### config.mk
export PLATFORM = sky130hd
export DESIGN_NAME = tmds_serializer_multi_flat
export DESIGN_NICKNAME = d
export VERILOG_FILES = /design/src/rtl/tmds_serializer_multi_if.sv /design/src/rtl/tmds_serializer_multi.sv /design/src/flat_wrapper.sv
export SDC_FILE = /design/constraint.sdc
export NUM_CORES = 1
export LEC_CHECK = 0
export ABC_AREA = 1
export CAP_MARGIN = 20
export CORE_MARGIN = 8
export CORE_UTILIZATION = 63
export CTS_CLUSTER_SIZE = 14
export DETAILED_ROUTE_END_ITERATION = 10
export PLACE_DENSITY = 0.83
export RECOVER_POWER = 100
export SYNTH_ARGS = -nofsm -noshare
export SYNTH_HDL_FRONTEND = slang
export SYNTH_SLANG_ARGS = --single-unit
### constraint.sdc
create_clock -name clk -period 16.5 [get_ports clk]
set_input_delay 4.95 -clock clk [delete_from_list [all_inputs] [get_ports clk]]
set_output_delay 4.95 -clock clk [all_outputs]
set_load 0.005 [all_outputs]
### src/rtl/tmds_serializer_multi_if.sv
// Parallel input side of the multi-lane TMDS serializer: per-lane pixel bytes,
// control bits and the blanking flag, plus the character-rate sampling strobe.
interface tmds_serializer_multi_if #(
  parameter int CHANNELS = 3
);
  logic [8*CHANNELS-1:0] pixel_data;
  logic                  blanking;
  logic [2*CHANNELS-1:0] ctrl;
  logic                  pixel_ready;

  modport master (
    output pixel_data,
    output blanking,
    output ctrl,
    input  pixel_ready
  );

  modport slave (
    input  pixel_data,
    input  blanking,
    input  ctrl,
    output pixel_ready
  );
endinterface

### src/rtl/tmds_serializer_multi.sv
// Multi-lane DVI TMDS encoder and serializer: one 10-bit character per lane every
// 10/BITS_PER_CLK cycles, shifted out LSB first, BITS_PER_CLK bits per cycle.
module tmds_serializer_multi #(
  parameter int CHANNELS     = 3,
  parameter int BITS_PER_CLK = 1
) (
  input  logic                            clk,
  input  logic                            rst,
  tmds_serializer_multi_if.slave          bus,
  output logic [BITS_PER_CLK*CHANNELS-1:0] dout,
  output logic                            char_start
);

  localparam int L = 10 / BITS_PER_CLK;

  if (BITS_PER_CLK != 1 && BITS_PER_CLK != 2 && BITS_PER_CLK != 5) begin : g_bad_bits_per_clk
    $error("tmds_serializer_multi: BITS_PER_CLK must be 1, 2 or 5");
  end

  function automatic logic [3:0] popcount8(input logic [7:0] v);
    logic [3:0] n;
    n = 4'd0;
    for (int i = 0; i < 8; i++) begin
      n = n + {3'b000, v[i]};
    end
    return n;
  endfunction

  logic [3:0]            count_reg;
  logic                  loaded_reg;
  logic [8*CHANNELS-1:0] data_reg;
  logic                  blank_reg;
  logic [2*CHANNELS-1:0] ctrl_reg;
  logic                  load;

  assign load            = (count_reg == 4'(L - 1));
  assign bus.pixel_ready = load;
  // loaded_reg keeps char_start low until a real word has been loaded after reset
  assign char_start      = loaded_reg && (count_reg == 4'd0);

  always_ff @(posedge clk) begin
    if (rst) begin
      count_reg  <= 4'd0;
      loaded_reg <= 1'b0;
      data_reg   <= '0;
      blank_reg  <= 1'b1;
      ctrl_reg   <= '0;
    end else begin
      count_reg <= load ? 4'd0 : count_reg + 4'd1;
      if (load) begin
        loaded_reg <= 1'b1;
        data_reg   <= bus.pixel_data;
        blank_reg  <= bus.blanking;
        ctrl_reg   <= bus.ctrl;
      end
    end
  end

  for (genvar gi = 0; gi < CHANNELS; gi++) begin : g_lane
    logic [7:0]        d;
    logic [3:0]        n1_d;
    logic              use_xnor;
    logic [8:0]        q_m;
    logic [3:0]        n1_q;
    logic [3:0]        n0_q;
    logic signed [5:0] diff;
    logic signed [5:0] delta;
    logic signed [5:0] cnt_sum;
    logic [9:0]        video_word;
    logic [9:0]        blank_word;
    logic [9:0]        load_word;
    logic signed [4:0] cnt_reg;
    logic signed [4:0] cnt_next;
    logic [9:0]        shift_reg;

    assign d = data_reg[8*gi +: 8];

    always_comb begin
      n1_d     = popcount8(d);
      use_xnor = (n1_d > 4'd4) || ((n1_d == 4'd4) && !d[0]);
      q_m      = '0;
      q_m[0]   = d[0];
      for (int i = 1; i < 8; i++) begin
        q_m[i] = use_xnor ? ~(q_m[i-1] ^ d[i]) : (q_m[i-1] ^ d[i]);
      end
      q_m[8] = ~use_xnor;
      n1_q   = popcount8(q_m[7:0]);
      n0_q   = 4'd8 - n1_q;
      diff   = $signed({2'b00, n1_q}) - $signed({2'b00, n0_q});

      // DC-balance: pick inverted or plain q_m depending on running disparity
      video_word = '0;
      delta      = '0;
      if ((cnt_reg == 5'sd0) || (n1_q == n0_q)) begin
        video_word = {~q_m[8], q_m[8], (q_m[8] ? q_m[7:0] : ~q_m[7:0])};
        delta      = q_m[8] ? diff : -diff;
      end else if (((cnt_reg > 5'sd0) && (n1_q > n0_q)) ||
                   ((cnt_reg < 5'sd0) && (n0_q > n1_q))) begin
        video_word = {1'b1, q_m[8], ~q_m[7:0]};
        delta      = (q_m[8] ? 6'sd2 : 6'sd0) - diff;
      end else begin
        video_word = {1'b0, q_m[8], q_m[7:0]};
        delta      = diff - (q_m[8] ? 6'sd0 : 6'sd2);
      end
      cnt_sum  = $signed({cnt_reg[4], cnt_reg}) + delta;
      cnt_next = cnt_sum[4:0];
    end

    always_comb begin
      blank_word = 10'b1101010100;
      case (ctrl_reg[2*gi +: 2])
        2'b00:   blank_word = 10'b1101010100;
        2'b01:   blank_word = 10'b0010101011;
        2'b10:   blank_word = 10'b0101010100;
        default: blank_word = 10'b1010101011;
      endcase
    end

    assign load_word = blank_reg ? blank_word : video_word;

    always_ff @(posedge clk) begin
      if (rst) begin
        cnt_reg   <= 5'sd0;
        shift_reg <= '0;
      end else if (load) begin
        shift_reg <= load_word;
        cnt_reg   <= blank_reg ? 5'sd0 : cnt_next;
      end else begin
        shift_reg <= shift_reg >> BITS_PER_CLK;
      end
    end

    assign dout[BITS_PER_CLK*gi +: BITS_PER_CLK] = shift_reg[BITS_PER_CLK-1:0];
  end

endmodule

### src/flat_wrapper.sv
// flat-port wrapper written by rule: the top's interface ports become plain ports
module tmds_serializer_multi_flat 
#(
  parameter int CHANNELS     = 3,
  parameter int BITS_PER_CLK = 1
)
  (clk, rst, dout, char_start, bus_pixel_data, bus_blanking, bus_ctrl, bus_pixel_ready);
  tmds_serializer_multi_if #(.CHANNELS(CHANNELS)) bus_i ();
  input  logic clk;
  input  logic rst;
  output logic [BITS_PER_CLK*CHANNELS-1:0] dout;
  output logic char_start;
  input wire logic [$bits(bus_i.pixel_data)-1:0] bus_pixel_data;
  input wire logic [$bits(bus_i.blanking)-1:0] bus_blanking;
  input wire logic [$bits(bus_i.ctrl)-1:0] bus_ctrl;
  output wire logic [$bits(bus_i.pixel_ready)-1:0] bus_pixel_ready;
  assign bus_i.pixel_data = bus_pixel_data;
  assign bus_i.blanking = bus_blanking;
  assign bus_i.ctrl = bus_ctrl;
  assign bus_pixel_ready = bus_i.pixel_ready;
  tmds_serializer_multi #(.CHANNELS(CHANNELS), .BITS_PER_CLK(BITS_PER_CLK)) u_core (.clk(clk), .rst(rst), .bus(bus_i), .dout(dout), .char_start(char_start));
endmodule
==> metrics.md, run 1 <==
| Metric | Value |
|---|---|
| Status | complete, but fails checks |
| Failing checks | capacitance limit, slew limit |
| Seq/Total Area, Yosys | around 26% |
| CP startpoint | u_core.data_reg[0] |
| WL per Instance | about 15 um |
| Post-Synth Adder-Cell Area | between 20% and 30% |
| Clock sinks | between 80 and 90 |
| M1 GR Usage | about a quarter |
| Maximum clock rate | 0.102 GHz |
| Post-synth EDFFs | 0 |
| Die width | 116 um |
| Slowest cell on the critical path | fa_1 |
| Largest family of logic cells by synthesized area | adder cells |
| Power density cells | roughly 53 nW/um2 |
| Reg2Reg Setup Slack | about 6700 ps |
| Number of synthesized register bits | 81 |
| RSZ-0062 raised after global routing | false |
| Critical R2R Launch | u_core.data_reg[0] |
| Synth Area in XOR/XNOR | about a tenth |
| Synth Area in Simple Gates | 18.5% |
| Setup Fix Bufs, Post-CTS | 0 |
| Worst relative slew slack | -3.87% |
| Max-slew violation count | 35 |
| Htree depth | 3 |
| Crit path max fanout | 14 |
| First-pass DRT Iterations | 5 |
| Crit path top cell by count | nand2_1 |
| Hold_sp | u_core.g_lane[1].shift_reg[6] |
| Tot GR Track Use | 22.2% |
| Die ar. | ~14000 um2 |
| Tot Pwr | 0.000366 W |
| Port Buf Inserts | 37 |
| Post-Route WL | between 10 and 15 mm |
| Via/cell ratio | roughly 5.6 |
| Setup violators final | 0 |
| Final period util | between 50 and 60% |
| RePlAce Congestion | between 0.8 and 0.9 |
| Initial antenna violation count | 0 |
| Final Hold Vio Count | 0 |
| Required time worst endpoint | 16800 ps |
| Number of diodes | 0 |
| Nets@finish | between 900 and 1000 |
| Wire length of the first global-routing pass | about 24 mm |
| Critical path depth | 41 |
| Top FF cell, synth | dfxtp_1 |
| Skew final | between 10 and 15 ps |
| Gr ovfl total | 0 |
| Worst Hold End | u_core.g_lane[1].shift_reg[5] |
| Placed Cells | about 950 |
| Cts repair resizes | 0 |
| Post-DP HPWL | 10.9 mm |
| Setup TNS | 0 ps |
| Final core occ | a little under three quarters |
| Antenna viol nets, final | 0 |
| Layout cells sized above 1 | under 10% |
| Clock Tree Buf Depth | 2 |
| Core box area | between 9000 and 10000 um2 |
| Vias in the first global route | between 5000 and 6000 |
| Multiplexer share of the synthesized area | 0% |
| Max reg flops | 30 |
| Crit path capture type | flop |
| Post-synthesis compound-gate area fraction | between 15 and 20% |
| Vias | approximately 5400 |
| GR Util met2 | between 40% and 50% |
| Clock Pin Slew Worst Setup and Hold Paths | roughly 90 ps |
| FF-to-FF End | u_core.g_lane[0].cnt_reg[4] |
| Syn_area_per_cell | between 7 and 8 um2 |
| Leakage | 3.32 nW |
| VDD IR max | roughly 0.047 mV |
| Std-Cell Rows | 36 |
| DRC viols | 0 |
| CP Launch Type | flop |
| Max-Cap Viols | 1 |
| Hold buffers post-CTS | 0 |
| Final min period | just under 10000 ps |
| Ports | 38 |
| Worst Hold Margin | approximately 450 ps |
| Number of library cell types mapped by synthesis | 46 |
| Peak per-stage delay on the critical path | between 600 and 700 ps |
| Yosys Warn Count | 0 |
| Starting DRT DRC Count | around 320 |
| Worst Path Buf+Inv | 6 |
| WS Path Type | reg2reg |
| Num CTS Buffers | 9 |
| Initial Utilization | about two thirds |
| GR peak layer | met2 |
| Worst reg2reg path depth | between 40 and 50 |
| Die Ht | between 100 and 150 um |
| CTS tree | built |
| Mapped Area | 6350 um2 |
| Worst hold-check path type | reg2reg |
| Async set or reset register ratio after synthesis | 0% |
| Clk_lat worst skew | 370 ps |
| WP data arrival | between 10000 and 15000 ps |
| Largest net degree at the start of global routing | 41 |
| WHS Path Cells | 2 |
| Worst Max-Slew Pin Slew | ~1600 ps |
| Root Driver | clkbuf_8 |
| Met3 Use GR | approximately 4.4% |
| Layout area overhead | 9.29% |
| Syn nets | ~920 |
| Post-Layout Cell Count | 964 |
| Gate Count Post-Synth | a little under 800 |
| Delay-heaviest family, CP | adder cells |
-- cell families (layout without fill, tap and decap cells) --
kind of cell               after synthesis  count (layout)
xor gates and xnor gates                56              56
adders and majority gates               93              93
buffers and inverters                  143             178
and+or+nand+nor                        260             260
AOI/OAI and AO/OA                      163             163
DFF                                     81              81
-- cells in the mapped netlist, types with 3 or more instances --
library cell | n | share of area (%)
nor3_1 | 7 | 0.55
a21oi_1 | 34 | 2.7
xnor3_2 | 3 | 1.1
nand2_2 | 20 | 2.0
clkbuf_1 | 11 | 0.65
o211ai_1 | 14 | 1.7
o21ai_0 | 76 | 6.0
a22o_1 | 8 | 1.1
o31ai_1 | 6 | 0.71
xnor3_1 | 3 | 1.1
inv_2 | 7 | 0.41
nand2_1 | 128 | 7.6
nor2_4 | 3 | 0.53
o21ai_1 | 8 | 0.63
xor2_1 | 35 | 4.8
buf_2 | 3 | 0.24
ha_1 | 66 | 13
xnor2_1 | 11 | 1.5
buf_4 | 3 | 0.35
nor4_1 | 3 | 0.30
nand3_1 | 49 | 3.9
dfxtp_1 | 81 | 26
xnor2_2 | 3 | 0.77
o22ai_1 | 4 | 0.39
fa_1 | 27 | 8.5
nor2_1 | 41 | 2.4
a221o_1 | 3 | 0.47
inv_1 | 112 | 6.6
nand3_2 | 3 | 0.47
-- report_power, final --
| group | internal [W] | switching (W) |
|---|---|---|
| Clock | 0.0000569 | 0.0000823 |
| Combinational | 0.0000145 | 0.0000154 |
| Sequential | 0.000196 | 0.000000832 |
-- per-layer routing --
layer,wire (um),vias to the layer above
met4,248,0
met1,5910,2546
met2,7280,153
met5,0,-
li1,-,2678
met3,693,35
-- worst max-delay path by stage --
stage	end	slack, ps
4_1_cts	u_core.g_lane[0].cnt_reg[4]	6700
6_report	u_core.g_lane[0].cnt_reg[4]	6650
3_5_place_dp	u_core.g_lane[0].cnt_reg[4]	6790
3_3_place_gp	u_core.g_lane[0].cnt_reg[4]	7180
2_1_floorplan	u_core.g_lane[0].cnt_reg[4]	7930
5_1_grt	u_core.g_lane[0].cnt_reg[4]	5840
-- through the flow --
stage | cell area, um2 | setup WS [ps]
2_1_floorplan | 6350 | 7930
3_3_place_gp | 6770 | 7180
3_5_place_dp | 6770 | 6790
4_1_cts | 6950 | 6700
5_1_grt | 6940 | 5840
6_report | 6940 | 6650
-- area by class of cell --
type	count	area, um2
repair buffers	40	409
multi-input cells	572	4100
well taps	133	166
clock inverters	6	50.0
flip-flops and latches	81	1620
inverters	122	460
clock buffers	10	128
fillers	779	2840
-- layout by cell type, fill, tap and decap left out, types with 3 or more instances in the layout --
master	count
a21oi_1	34
a221o_1	3
a22o_1	8
clkbuf_8	9
clkdlybuf4s50_1	32
dfxtp_1	81
dlygate4sd3_1	5
fa_1	27
ha_1	66
inv_1	114
inv_2	5
nand2_1	132
nand2_2	16
nand3_1	49
nand3_2	3
nor2_1	44
nor3_1	7
nor4_1	3
o211ai_1	14
o21ai_0	81
o21ai_1	3
o22ai_1	4
o31ai_1	6
xnor2_1	11
xnor2_2	3
xnor3_1	3
xnor3_2	3
xor2_1	35
-- worst register-to-register path, delay by kind of cell, from the launching register on --
family / cells / cell delay [ps]
flops: 1 / 350
simple gates: 15 / 2350
fa+ha+maj: 10 / 4560
compound gates: 4 / 690
buf+inv: 6 / 850
xor+xnor: 6 / 1020
No activity file was read; power rests on OpenSTA's default activity.
==> inputs of run 2 (changes only) <==
Settings changed: CORE_UTILIZATION 63 to 61, PLACE_DENSITY 0.83 to 0.8.
Clock period 16.5 ns to 9.85 ns, I/O delays scaled along.
==> run 2 against run 1 <==
Compared with the run above:
- the flow still finishes with violations (capacitance limit, slew limit)
- hold slack got worse by 1.2 ps
- combinational power rose by 62%
- utilization is 2.7 points lower
- total power grew 66%
- first-iteration DRC count up 2.8%
- die area rose by 2.8%
- worst setup slack lost 6100 ps
- critical endpoint is now u_core.g_lane[2].cnt_reg[4]
==> metrics.md, run 2 (same netlist as run 1, synthesis figures left out) <==
| Metric | Value |
|---|---|
| Status | complete, but fails checks |
| Failing checks | capacitance limit, slew limit |
| Largest net degree at the start of global routing | 42 (+2.4%) |
| Crit path capture type | flop |
| WP data arrival | 9580 ps (-560 ps) |
| Fillers | 856 (+9.9%) |
| Final Hold Vio Count | 0 (unchanged) |
| Most frequent cells in the layout | nand2_1 (127), inv_1 (115), dfxtp_1 (81) |
| Core box area | 10200 um2 (+4.7%) |
| Clock sinks | 81 (unchanged) |
| Max-Cap Viols | 2 (+1) |
| Layout cells sized above 1 | 8.01% (+1.2 points) |
| Vias in the first global route | 5357 (-2.1%) |
| Root Driver | clkbuf_8 |
| Delay-heaviest family, CP | adder cells |
| Setup violators final | 0 (unchanged) |
| RePlAce Congestion | 0.913 (+1.9%) |
| Max-slew violation count | 77 (+120%) |
| Std-Cell Rows | 37 (+2.8%) |
| Vias | 5375 (-0.68%) |
| Crit path max fanout | 12 (-2) |
| Commonest non-fill, non-tap cell in the layout | nand2_1 |
| Max reg flops | 30 (unchanged) |
| DRC viols | 0 (unchanged) |
| Num CTS Buffers | 9 (unchanged) |
| Die Ht | 118 um (+1.4%) |
| Power density cells | 86.8 nW/um2 (+64%) |
| RSZ-0062 raised after global routing | false |
| Initial antenna violation count | 0 (unchanged) |
| Final min period | 9300 ps (-548 ps) |
| Required time worst endpoint | 10130 ps (-6670 ps) |
| First-pass DRT Iterations | 5 (unchanged) |
| Worst Path Buf+Inv | 9 (+3) |
| Maximum clock rate | 0.108 GHz (+5.9%) |
| Peak per-stage delay on the critical path | 660 ps (-30 ps) |
| Port Buf Inserts | 37 (unchanged) |
| Antenna viol nets, final | 0 (unchanged) |
| Tot Pwr | 0.000606 W (+66%) |
| Layout area overhead | 10.1% |
| Slowest cell on the critical path | fa_1 |
| Worst Max-Slew Pin Slew | 1840 ps (+285 ps) |
| Starting DRT DRC Count | 326 (+2.8%) |
| WS Path Type | reg2reg |
| Via/cell ratio | 5.53 (-1.5%) |
| Leakage | 3.33 nW (+0.35%) |
| Htree depth | 3 (unchanged) |
| Die ar. | 13900 um2 (+2.8%) |
| CP Launch Type | flop |
| Clock Tree Buf Depth | 2 (unchanged) |
| Clk_lat worst skew | 360 ps (about the same) |
| CTS tree | built |
| Reg2Reg Setup Slack | 550 ps (-6100 ps) |
| Crit path top cell by count | fa_1 |
| Worst relative slew slack | -22.9% (-19 points) |
| Worst hold-check path type | reg2reg |
| Post-Route WL | 13.9 mm (-1.4%) |
| Die width | 118 um (+1.4%) |
| Clock Pin Slew Worst Setup and Hold Paths | 80 ps (about the same) |
| Post-DP HPWL | 10.8 mm (-1.1%) |
| Ports | 38 (unchanged) |
| Setup TNS | 0 ps (unchanged) |
| Skew final | 8.72 ps (-5.03 ps) |
| Number of diodes | 0 (unchanged) |
| Initial Utilization | 62.0% (-2.9 points) |
| WL per Instance | 14.3 um (-2.2%) |
| Gr ovfl total | 0 (unchanged) |
| Nets@finish | 958 (+0.63%) |
| Tot GR Track Use | 20.3% (-1.9 points) |
| Worst Hold Margin | 446 ps (-1.23 ps) |
| Wire length of the first global-routing pass | 23.9 mm (-1.2%) |
| VDD IR max | 0.0712 mV (+50%) |
| Final period util | 94.4% (+35 points) |
[run 2: cell count changes in the layout (fill, tap and decap cells not counted), sizes merged]
cell      change
clkbuf        +6
buf           +3
inv           -3
clkinv        -2
clkinvlp      +1
[run 2: final timing paths]
path         depth (start not counted)                             to                          start
min reg2reg                          2  u_core.g_lane[1].shift_reg[7]  u_core.g_lane[1].shift_reg[8]
max reg2reg                         40    u_core.g_lane[2].cnt_reg[4]            u_core.data_reg[16]
max                                 40    u_core.g_lane[2].cnt_reg[4]            u_core.data_reg[16]
min                                  2  u_core.g_lane[1].shift_reg[7]  u_core.g_lane[1].shift_reg[8]
[run 2: final cells by class]
type	count	area, um2	area share, %
clock inverter	2	12.5	0.179
multi-input combinational	572	4130	59.1
sequential	81	1620	23.2
inverter	122	464	6.65
timing repair buffer	46	423	6.05
tap	136	170	2.44
clock buffer	13	169	2.42
[run 2: power breakdown]
group	total, W	switching [W]	internal, W
clock	0.000228	0.000117	0.000111
combinational	0.0000485	0.0000255	0.0000230
sequential	0.000330	0.00000135	0.000329
total	0.000606	0.000144	0.000462
[run 2: worst reg2reg max path: cells and delay by family, from the launching register on]
kind,cells,cell delay [ps]
buf+inv,9,630
fa+ha+maj,12,5180
simple gates,7,1130
flops,1,350
compound gates,6,800
xor+xnor,6,1150
[run 2: timing repair]
item / CTS / global route
setup buffers: 0 / 3
gates resized for setup: 0 / 3
hold buffers: 0 / 0
setup endpoints to repair: 0 / 1
[run 2: metrics by stage]
step | setup WS, ps | util, % | instances | instance area (um2)
after floorplan | 1280 | - | 796 | 6350
after global placement | 661 | 66.4 | 953 | 6800
after detailed placement | 532 | 66.4 | 953 | 6800
after CTS | 501 | 68.2 | 968 | 6980
after global routing | 31.5 | 68.3 | 972 | 6990
final | 549 | 68.3 | 972 | 6990
[run 2: layer usage]
metal / wire, um / share of wire [%] / global-route usage, %
met5: 0 / 0 / 0
met4: 221 / 1.6 / 6.16
met3: 590 / 4.2 / 4.12
met2: 6800 / 49 / 34.9
met1: 6310 / 45 / 25.0
==> inputs of run 3 (changes only) <==
Settings changed: CORE_UTILIZATION 61 to 63, PLACE_DENSITY 0.8 to 0.83, SKIP_CTS_REPAIR_TIMING set to 1.
Clock period 9.85 ns to 11.9 ns, I/O delays scaled along.
==> run 3 against run 2 <==
Compared with the run above:
- count of clock-buffer cells in the layout decreased by 2
- sequential share of layout area increased by 0.26 points
- flip-flop and latch count unchanged
- via count increased by 1.2%
- largest power group unchanged
- the flow still finishes with violations (capacitance limit, slew limit)
- worst setup slack improved by 1500 ps
- die area decreased by 2.7%
- largest cell class unchanged
- wire length increased by 3.3%
- sequential power decreased by 17%
- first-iteration DRC count decreased by 6.1%
- register-to-register slack improved by 1500 ps
==> metrics.md, run 3 (same netlist as run 1, synthesis figures left out) <==
| Metric | Value |
|---|---|
| Die ar. | 13500 um2 (-2.7%) |
| Largest net degree at the start of global routing | 41 (-2.4%) |
| FF-to-FF End | u_core.g_lane[0].cnt_reg[4] |
| Worst Hold End | u_core.g_lane[1].shift_reg[5] |
| Initial Utilization | 64.9% (+2.9 points) |
| Port Buf Inserts | 37 (unchanged) |
| Die width | 116 um (-1.4%) |
| Crit path capture type | flop |
| RePlAce Congestion | 0.896 (-1.8%) |
| Worst reg2reg path depth | 41 (+2.5%) |
| Max reg flops | 30 (unchanged) |
| Starting DRT DRC Count | 306 (-6.1%) |
| Core box area | 9770 um2 (-4.5%) |
| Failing checks | capacitance limit, slew limit |
| Final core occ | 70.7% (+2.4 points) |
| CTS tree | built |
| Setup TNS | 0 ps (unchanged) |
| Die Ht | 116 um (-1.4%) |
| Wire length of the first global-routing pass | 24.8 mm (+3.6%) |
| Post-DP HPWL | 11.1 mm (+2.7%) |
| Power density cells | 74.6 nW/um2 (-14%) |
| Clock Pin Slew Worst Setup and Hold Paths | 80 ps (about the same) |
| Fin worst setup slack | 2040 ps (+1490 ps) |
| Nets@finish | 952 (-0.63%) |
| Slowest cell on the critical path | fa_1 |
| Clock Tree Buf Depth | 2 (unchanged) |
| WS Path Type | reg2reg |
| Setup violators final | 0 (unchanged) |
| Ports | 38 (unchanged) |
| Worst relative slew slack | -16.0% (+6.9 points) |
| M1 GR Usage | 25.1% (+0.073 points) |
| Crit path top cell by count | nand2_1 |
| Maximum clock rate | 0.101 GHz (-5.7%) |
| Required time worst endpoint | 12080 ps (+1950 ps) |
| Worst Hold Margin | 444 ps (-2.01 ps) |
| Via/cell ratio | 5.66 (+2.3%) |
| Max-Cap Viols | 3 (+1) |
| Vias in the first global route | 5551 (+3.6%) |
| VDD IR max | 0.0561 mV (-21%) |
| Hold_sp | u_core.g_lane[1].shift_reg[6] |
| Crit path max fanout | 14 (+2) |
| Worst hold-check path type | reg2reg |
| Tot GR Track Use | 22.6% (+2.3 points) |
| RSZ-0062 raised after global routing | false |
| Post-Route WL | 14.4 mm (+3.3%) |
| WHS Path Cells | 2 (unchanged) |
| Antenna viol nets, final | 0 (unchanged) |
| DRC viols | 0 (unchanged) |
| Max-slew violation count | 76 (-1.3%) |
| Root Driver | clkbuf_8 |
| Most frequent cells in the layout | nand2_1 (135), inv_1 (117), o21ai_0 (81), dfxtp_1 (81), ha_1 (66) |
| Clock sinks | 81 (unchanged) |
| Leakage | 3.31 nW (-0.64%) |
| Status | complete, but fails checks |
| Peak per-stage delay on the critical path | 690 ps (+30 ps) |
| Reg2Reg Setup Slack | 2040 ps (+1490 ps) |
| Final period util | 82.9% (-12 points) |
| Met3 Use GR | 2.90% (-1.2 points) |
| Critical R2R Launch | u_core.data_reg[0] |
| Final Hold Vio Count | 0 (unchanged) |
| Std-Cell Rows | 36 (-2.7%) |
| First-pass DRT Iterations | 5 (unchanged) |
| Clk_lat worst skew | 360 ps (about the same) |
| Commonest non-fill, non-tap cell in the layout | nand2_1 |
| Layout area overhead | 8.83% |
| Num CTS Buffers | 9 (unchanged) |
| WL per Instance | 15.0 um (+4.4%) |
| Setup slack after placement | 2180 ps (+1650 ps) |
| Htree depth | 3 (unchanged) |
| Gr ovfl total | 0 (unchanged) |
| CP Launch Type | flop |
| Number of diodes | 0 (unchanged) |
| Layout cells sized above 1 | 5.67% (-2.3 points) |
| Worst Max-Slew Pin Slew | 1740 ps (-103 ps) |
| GR Util met2 | 42.3% (+7.4 points) |
| Initial antenna violation count | 0 (unchanged) |
| GR peak layer | met2 |
| WP data arrival | 10040 ps (+460 ps) |
| Skew final | 10.6 ps (+1.88 ps) |
| Final min period | 9860 ps (+561 ps) |
| Vias | 5442 (+1.2%) |
run 3: per-layer routing:
layer | routed length, um | vias to the layer above | part of all wire [%]
li1 | - | 2668 | -
met1 | 5920 | 2578 | 41
met2 | 7520 | 155 | 52
met3 | 570 | 41 | 4.0
met4 | 381 | 0 | 2.6
met5 | 0 | - | 0
run 3: area by class of cell:
cell class / count / area [um2]
Clock buffer: 11 / 141
Inverter: 122 / 460
Fill cell: 805 / 2870
Timing Repair Buffer: 40 / 382
Sequential cell: 81 / 1620
Clock inverter: 3 / 42.5
Tap cell: 133 / 166
Multi-Input combinational cell: 572 / 4090
run 3: how the worst max path moves through the flow:
stage	start	endpoint	slack, ps
CTS	u_core.data_reg[0]	u_core.g_lane[0].cnt_reg[4]	2130
global placement	u_core.data_reg[0]	u_core.g_lane[0].cnt_reg[4]	2580
finish	u_core.data_reg[0]	u_core.g_lane[0].cnt_reg[4]	2040
detailed placement	u_core.data_reg[0]	u_core.g_lane[0].cnt_reg[4]	2180
floorplan	u_core.data_reg[0]	u_core.g_lane[0].cnt_reg[4]	3330
global route	u_core.data_reg[0]	u_core.g_lane[0].cnt_reg[4]	1320
run 3: critical path, delay by kind of cell (launching register included):
family / cells / cell delay (ps)
AOI/OAI and AO/OA: 4 / 650
xor gates and xnor gates: 6 / 950
adders and majority gates: 10 / 4570
buffers and inverters: 6 / 830
DFF: 1 / 350
and+or+nand+nor: 15 / 2330
run 3: where the power goes:
group          switching, W   total, W  internal (W)  leakage (nW)
combinational     0.0000215  0.0000406     0.0000191          2.57
clock              0.000101   0.000201      0.000100        0.0913
sequential       0.00000111   0.000273      0.000272         0.653
run 3: metrics by stage:
| stage | cells | area [um2] | power, W |
|---|---|---|---|
| final | 962 | 6910 | 0.000515 |
| after global routing | 962 | 6910 | 0.000532 |
| after CTS | 961 | 6960 | 0.000518 |
| after detailed placement | 947 | 6770 | 0.000320 |
| after global placement | 947 | 6770 | 0.000318 |
| after floorplan | 796 | 6350 | 0.000303 |
